`src/rtl/lut_neuron_rw.sv`:
```
// Runtime-loadable LUT neuron: the truth table is loaded serially into distributed RAM, then served one lookup per cycle.
// Optional load checksum (cfg_chk / cfg_err ports) is compiled in with LUT_NEURON_CHECKSUM_EN.
module lut_neuron_rw #(
  parameter int IN_BITS  = 7,
  parameter int OUT_BITS = 2,
  parameter int DEPTH    = 2**IN_BITS
) (
  input  logic                clk,
  input  logic                rst_n,
  input  logic                cfg_start,
  input  logic                cfg_valid,
  input  logic [OUT_BITS-1:0] cfg_data,
`ifdef LUT_NEURON_CHECKSUM_EN
  input  logic [15:0]         cfg_chk,
  output logic                cfg_err,
`endif
  output logic                cfg_ready,
  output logic                cfg_done,
  output logic                tbl_loaded,
  input  logic                in_valid,
  input  logic [IN_BITS-1:0]  in_data,
  output logic                in_ready,
  output logic                out_valid,
  output logic [OUT_BITS-1:0] out_data,
  input  logic                out_ready,
  output logic [1:0]          dbg_state
);

  // Handshake: a beat moves on a rising edge where valid and ready are both high.
  // Ready is combinational from state, out_valid, out_ready and cfg_start; valid never
  // depends on ready. in_ready is held low during a cfg_start cycle so no lookup slips in.

  typedef enum logic [1:0] {
    EMPTY = 2'd0,
    LOAD  = 2'd1,
    RUN   = 2'd2,
    DRAIN = 2'd3
  } state_t;

  localparam int ADDR_W = IN_BITS + 1;

  state_t              state, state_nxt;
  logic [ADDR_W-1:0]   addr;
  logic                start_pend;
  logic                load_enter;
  logic                wr_en;
  logic                last_beat;
  logic                chk_ok;
  logic                accept;
  logic [OUT_BITS-1:0] mem [DEPTH];

  assign wr_en     = (state == LOAD) && cfg_valid && !cfg_start;
  assign last_beat = wr_en && (addr == ADDR_W'(DEPTH - 1));
  assign accept    = in_valid && in_ready;
  assign dbg_state = state;

  always_ff @(posedge clk or negedge rst_n) begin
    if (!rst_n) state <= EMPTY;
    else        state <= state_nxt;
  end

  always_comb begin
    state_nxt  = state;
    load_enter = 1'b0;
    case (state)
      EMPTY: begin
        if (cfg_start) begin
          state_nxt  = LOAD;
          load_enter = 1'b1;
        end
      end
      LOAD: begin
        if (cfg_start)      load_enter = 1'b1;
        else if (last_beat) state_nxt  = chk_ok ? RUN : EMPTY;
      end
      RUN: begin
        if (cfg_start) begin
          if (out_valid) begin
            state_nxt = DRAIN;
          end else begin
            state_nxt  = LOAD;
            load_enter = 1'b1;
          end
        end
      end
      DRAIN: begin
        // Leave once the held result has been taken (or already is gone).
        if (start_pend && (!out_valid || out_ready)) begin
          state_nxt  = LOAD;
          load_enter = 1'b1;
        end
      end
      default: state_nxt = EMPTY;
    endcase
  end

  always_comb begin
    cfg_ready = (state == LOAD);
    in_ready  = (state == RUN) && !cfg_start && (!out_valid || out_ready);
  end

  always_ff @(posedge clk or negedge rst_n) begin
    if (!rst_n) begin
      addr       <= '0;
      start_pend <= 1'b0;
      cfg_done   <= 1'b0;
      tbl_loaded <= 1'b0;
    end else begin
      cfg_done   <= last_beat && chk_ok;
      tbl_loaded <= (state_nxt == RUN);
      if (load_enter)                              start_pend <= 1'b0;
      else if (state == RUN && cfg_start && out_valid) start_pend <= 1'b1;
      if (load_enter)  addr <= '0;
      else if (wr_en)  addr <= addr + ADDR_W'(1);
    end
  end

  // Table storage: written only during LOAD, read asynchronously, never reset.
  always_ff @(posedge clk) begin
    if (wr_en) mem[addr[IN_BITS-1:0]] <= cfg_data;
  end

  always_ff @(posedge clk or negedge rst_n) begin
    if (!rst_n) begin
      out_valid <= 1'b0;
      out_data  <= '0;
    end else if (accept) begin
      out_valid <= 1'b1;
      out_data  <= mem[in_data];
    end else if (out_ready) begin
      out_valid <= 1'b0;
    end
  end

`ifdef LUT_NEURON_CHECKSUM_EN
  logic [15:0] sum;
  logic [15:0] chk_reg;

  assign chk_ok = ((sum + 16'(cfg_data)) == chk_reg);

  always_ff @(posedge clk or negedge rst_n) begin
    if (!rst_n) begin
      sum     <= '0;
      chk_reg <= '0;
      cfg_err <= 1'b0;
    end else begin
      cfg_err <= last_beat && !chk_ok;
      if (cfg_start && state != DRAIN) chk_reg <= cfg_chk;
      if (load_enter)  sum <= '0;
      else if (wr_en)  sum <= sum + 16'(cfg_data);
    end
  end
`else
  assign chk_ok = 1'b1;
`endif

endmodule

```
`config.mk`:
```
export PLATFORM = sky130hd
export DESIGN_NAME = lut_neuron_rw
export DESIGN_NICKNAME = d
export VERILOG_FILES = /design/src/rtl/lut_neuron_rw.sv
export SDC_FILE = /design/constraint.sdc
export NUM_CORES = 1
export LEC_CHECK = 0
export CELL_PAD_IN_SITES_DETAIL_PLACEMENT = 1
export CELL_PAD_IN_SITES_GLOBAL_PLACEMENT = 1
export CORE_UTILIZATION = 36
export DETAILED_ROUTE_END_ITERATION = 8
export PLACE_DENSITY = 0.57
export SLEW_MARGIN = 10
export SYNTH_ARGS = -nofsm -noshare
export SYNTH_HDL_FRONTEND = slang
export SYNTH_SLANG_ARGS = --single-unit
```
`constraint.sdc`:
```
create_clock -name clk -period 2.1 [get_ports clk]
set_input_delay 0.42 -clock clk [delete_from_list [all_inputs] [get_ports clk]]
set_output_delay 0.42 -clock clk [all_outputs]
set_load 0.02 [all_outputs]
```
==> impl_metrics.yaml, run 1 <==
outcome:
  status: "completed"
setup_path:
  startpoint: "out_data[0]"
  crit_slowest_cell: "clkdlybuf4s50_1"
  cp.required_ns: 1.68
  critical_path.n_buffers_inverters: 1
  critPathMaxStageDelay_ns: 0.63
  reg2reg_to: "mem[53][1]"
  reg2reg_slack_ns: 0.15
  cp-start-kind: "register"
  crit_type: "reg -> out"
  crit_path_end: "out_data[0]"
  critPathMaxFanout: 2
  r2r_start: "dbg_state[0]"
  cp.depth: 1
  cpLargestDelayFamily: "buffers and inverters"
  crit_arrival_ns: 1.61
  path_cells: "clkdlybuf4s50_1"
  endpoint_kind: "primary output"
  ff2ff_path_depth: 6
power_and_ir_drop:
  vdd_ir_drop_max_uv: 621
  power_leakage_nw: 4.79
  p_sw_mw: 2.50
  seq_power_share: 0.496
  power_frac_clock: 0.448
  p_per_area_nw_per_um2: 855
  intPower_mw: 9.48
  swShare: 0.208
  p_comb_frac: 0.057
yosys:
  synth_top_area_share: 0.664
  synth_fp_nets: 764
  postSynthCellCount: 748
  syn_area_um2: 11600
  syn_area_per_cell_um2: 15.5
  synth_common_cells: "256 x edfxtp_1, 138 x nor2_1, 75 x mux2i_1"
  yosysMostFrequentCell: "edfxtp_1"
  synthTopCellsByArea: "edfxtp_1 66%, mux2i_1 6.5%, mux4_2 5.6%"
  synth-seq-area-share: 0.699
  synth_cell_types: 57
  synth_top_area_cell: "edfxtp_1"
  synth_seq_cells: 272
  synthArstFlopShare: 0.0588
  yosysWarnings: 0
  ys.flop_type: "edfxtp_1"
  synth-edff-count: 256
global_route:
  grt_util_all_layers: 0.183
  grt_pass1_vias: 7493
  grt_pass1_wl_um: 45200
  grt_max_degree: 129
  grt_overflow_total: 0
  antenna_found_initial: 1
clock_network:
  cts_root_buf: "clkbuf_16"
  htreeDepth: 1
  cts.sinks: 272
  clk_pin_slew_worst_paths_ns: 0.06
  cts-hold-fix-buffers: 0
  clk_path_buf_depth: 3
  clk_latency_ns: 0.57
  cts_buffers: 30
  cts_tree: "built"
place:
  place_worst_setup_slack_ns: -0.597
  place_area_um2: 13000
  io_buffer_count: 23
  gp_congestion: 0.809
  post-dp-hpwl_um: 20000
timing:
  finalSetupTns_ns: 0
  worst_pin_slew_ns: 0.568
  setup_viol_count_final: 0
  setup_ws_ns: 0.0709
  fmax_mhz: 493
  maxSlewViolCount: 0
  fin_crit_sh: 0.966
  fin_skew_ns: 0.0191
  rsz0062_at_grt: "false"
  fin_crit_ns: 2.03
  finalHoldViolCount: 0
  relSlewSlack: 0.621
finish:
  n_fill_cell: 3138
  post-route-util: 0.444
  drive_gt1_frac: 0.233
  synthToLayoutAreaGrowth_pct: 21.1
  multi_input_area_um2: 3180
  final_area_um2: 14000
  register_area_um2: 8090
  finalNetCount: 879
floorplanning:
  rows: 65
  start_util: 0.367
  ios: 24
  fp.dieArea_um2: 32900
  die_height_um: 181
  dieWidth_um: 181
  core_region_area_um2: 31600
route:
  wl_per_cell_um: 22.9
  drcViolationCount: 0
  dr.first_iter.drc_count: 464
  drt-total-wl_um: 29600
  first_pass_iters: 6
  postRouteAntennaNets: 0
  routed_via_density: 5.25
  vias: 6767
run:
  max_cap_viol_count: 0
hold_path:
  hold_path.class: "in -> async"
cell usage in the layout, fill, tap and decap left out, types with 8 or more instances in the layout:
cell             Yosys  final
a21oi_1              8      8
a22oi_1             19     19
buf_12               3     16
buf_4                3     93
clkbuf_16            0     30
clkdlybuf4s50_1      0     16
dfrtp_1             16     14
edfxtp_1           256    256
mux2i_1             75     75
mux4_2              29     29
nand2_1             30     30
nand3_1             19     19
nor2_1             138    138
nor2b_1             13     10
o22ai_1             13     13
metrics by stage:
stage,cells,power [mW],hold slack [ns]
global placement,1233,6.71,0.533
finish,1289,12.0,0.195
detailed placement,1233,6.73,0.539
global route,1288,12.3,0.190
floorplan,748,6.40,0.124
CTS,1288,12.1,0.178
layer usage:
| metal | wire (um) | vias up | track usage |
|---|---|---|---|
| met2 | 14500 | 95 | 0.312 |
| met1 | 13500 | 3534 | 0.249 |
| met3 | 954 | 45 | 0.0270 |
| met5 | 0 | - | 0 |
| met4 | 572 | 0 | 0.0393 |
| li1 | - | 3093 | - |
how the worst min path moves through the flow:
stage / to / slack (ns)
3_5_place_dp: out_data[1] / 0.54
2_1_floorplan: addr[0] / 0.12
3_3_place_gp: addr[7] / 0.53
4_1_cts: addr[7] / 0.18
6_report: addr[7] / 0.19
5_1_grt: addr[7] / 0.19
cells by family (layout without fill, tap and decap cells):
kind of cell               Yosys count  after routing  share of synthesized area
other                                0              1                          0
DFF                                272            272                      0.699
and+or+nand+nor                    241            241                     0.0945
xor gates and xnor gates             5              5                    0.00378
muxes                              109            109                      0.129
buffers and inverters               49            187                     0.0288
AOI/OAI and AO/OA                   71             71                     0.0444
adders and majority gates            1              1                    0.00108
flip-flops by register name, summed over array words and instances (netlist names):
register,flops
mem,256
addr,8
dbg_state,2
out_data,2
cfg_done,1
out_valid,1
start_pend,1
tbl_loaded,1
timing repair:
item | in CTS | in global routing
setup buffers | 0 | 0
endpoints found under the setup margin | 4 | 44
resized for setup | 6 | 6
power groups by stage:
stage / clock network, mW / logic, mW / registers [mW]
after floorplan: 0 / 0.348 / 6.05
after global placement: 0 / 0.660 / 6.05
after detailed placement: 0 / 0.683 / 6.05
after CTS: 5.46 / 0.686 / 5.94
after global routing: 5.68 / 0.728 / 5.93
final: 5.36 / 0.678 / 5.94
layout make-up:
type | count | share of cell area
Antenna cell | 1 | 0.000179
Inverter | 4 | 0.00107
Sequential cell | 272 | 0.577
Multi-Input combinational cell | 427 | 0.227
Timing Repair Buffer | 128 | 0.0857
Tap cell | 402 | 0.0359
Clock inverter | 15 | 0.0137
Clock buffer | 40 | 0.0591
No activity file was read; power rests on OpenSTA's default activity.
==> run 2, diff against run 1 <==
--- a/config.mk
+++ b/config.mk
@@ -9,7 +9,9 @@
 export CELL_PAD_IN_SITES_GLOBAL_PLACEMENT = 1
 export CORE_UTILIZATION = 36
 export DETAILED_ROUTE_END_ITERATION = 8
-export PLACE_DENSITY = 0.57
+export DONT_BUFFER_PORTS = 1
+export HOLD_SLACK_MARGIN = 0.05
+export PLACE_DENSITY = 0.55
 export SLEW_MARGIN = 10
 export SYNTH_ARGS = -nofsm -noshare
 export SYNTH_HDL_FRONTEND = slang
==> impl_metrics.yaml, run 2 (synthesis gave the netlist of run 1 again) <==
run:
  max_cap_viol_count: 0
floorplanning:
  fp.dieArea_um2: 32900
  ios: 24
  die_height_um: 181
  start_util: 0.367
  core_region_area_um2: 31600
  dieWidth_um: 181
  rows: 65
finish:
  fin_cells: 1209
  final_area_um2: 13100
  drive_gt1_frac: 0.172
  layout_commonest_cell: "edfxtp_1"
  register_area_um2: 8090
  n_fill_cell: 3186
  largest_reg_flops: 256
  final_cell_mix: "256 x edfxtp_1, 137 x nor2_1, 75 x mux2i_1"
  synthToLayoutAreaGrowth_pct: 13.3
  finalNetCount: 799
  multi_input_area_um2: 3170
  n_antenna_cell: 0
hold_path:
  hold_path.class: "in -> reg"
route:
  dr.first_iter.drc_count: 348
  drcViolationCount: 0
  drt-total-wl_um: 28100
  routed_via_density: 5.35
  postRouteAntennaNets: 0
  wl_per_cell_um: 23.2
  vias: 6466
  first_pass_iters: 4
clock_network:
  clk_latency_ns: 0.55
  cts.sinks: 272
  cts_tree: "built"
  clk_pin_slew_worst_paths_ns: 0.06
  cts_root_buf: "clkbuf_16"
  cts_buffers: 31
  cts-hold-fix-buffers: 2
  clk_path_buf_depth: 3
  htreeDepth: 1
place:
  gp_congestion: 0.755
  place_worst_setup_slack_ns: -0.0199
  post-dp-hpwl_um: 17800
  io_buffer_count: 0
  place_area_um2: 12100
  place_inst: 1149
global_route:
  grt_max_degree: 129
  grt_util_all_layers: 0.175
  grt_pass1_wl_um: 43400
  grt_overflow_total: 0
  antenna_found_initial: 0
  grt_pass1_vias: 7101
power_and_ir_drop:
  p_per_area_nw_per_um2: 869
  vdd_ir_drop_max_uv: 656
  power_leakage_nw: 4.31
setup_path:
  reg2reg_slack_ns: 0.16
  critPathMaxStageDelay_ns: 0.40
  crit_type: "reg -> out"
  critPathMaxFanout: 6
  cpLargestDelayFamily: "flip-flops"
  crit_arrival_ns: 1.58
  cp_common_cell: "buf_4"
  critical_path.n_buffers_inverters: 2
  cp-start-kind: "register"
  path_cells: "buf_4 > nor2_2 > and3_4 > buf_4"
  endpoint_kind: "primary output"
  cp.required_ns: 1.68
  crit_slowest_cell: "dfrtp_2"
timing:
  fin_crit_sh: 0.954
  fin_crit_ns: 2.00
  rsz0062_at_grt: "false"
  fmax_mhz: 499
  relSlewSlack: 0.408
  setup_ws_ns: 0.0963
  setup_viol_count_final: 0
  maxSlewViolCount: 0
  fin_skew_ns: 0.0161
  worst_pin_slew_ns: 0.886
  timing.hold.ws_ns: -0.0205
  finalHoldViolCount: 23
outcome:
  violations: "hold timing"
  status: "finished, violations left"
## run 2: cell count changes in the layout (fill, tap and decap cells not counted), sizes merged
cell | before | now
dlygate4sd3 | 0 | 2
inv | 4 | 5
clkinv | 9 | 11
clkbuf | 40 | 42
dlygate4sd2 | 2 | 0
bufinv | 4 | 1
buf | 110 | 45
clkdlybuf4s50 | 16 | 0
diode | 1 | 0
## run 2: cell type report
type	instances	area share
flip-flops and latches	272	0.617
multi-input cells	427	0.242
clock buffers	42	0.0670
well taps	402	0.0384
repair buffers	47	0.0273
clock inverters	15	0.00763
inverters	4	0.00114
## run 2: per-stage QoR
stage          setup TNS, ns   util  power, mW
4_1_cts                    0  0.415       11.5
5_1_grt                    0  0.416       11.7
3_3_place_gp               0  0.383       6.39
3_5_place_dp         -0.0199  0.383       6.39
2_1_floorplan              0      -       6.40
6_report                   0  0.416       11.4
## run 2: layer usage
layer | vias up | part of all wire | global-route usage
met2 | 103 | 0.49 | 0.291
met5 | - | 0 | 0
met1 | 3392 | 0.45 | 0.240
li1 | 2935 | - | -
met4 | 0 | 0.020 | 0.0420
met3 | 36 | 0.040 | 0.0290
## run 2: worst reg2reg max path, stage by stage (launching register included)
cell and delay [ns]:
edfxtp_1 0.38, mux4_2 0.49, mux2_2 0.28, or3_1 0.36, a31oi_1 0.21, o31ai_1 0.10
## run 2: timing repair
action | 4_1_cts | 5_1_grt
endpoints found under the hold margin | 273 | 256
endpoints found under the setup margin | 1 | 16
buffers inserted | 0 | 1
gates resized for setup | 3 | 1
pin swaps | 0 | 1
## run 2: path summary, 6_finish.rpt
kind / startpoint / cells after the start / endpoint
max reg2reg: mem[105][1] / 5 / out_data[1]
min in group asynchronous: rst_n / 1 / cfg_done
max: dbg_state[0] / 4 / in_ready
max in group asynchronous: rst_n / 1 / dbg_state[1]
min: cfg_data[0] / 0 / mem[54][0]
min reg2reg: addr[7] / 2 / addr[7]
## run 2: where the power goes
group	switching (mW)	internal (mW)	total (mW)
combinational	0.167	0.182	0.349
clock	2.09	3.03	5.12
sequential	0.00176	5.93	5.94
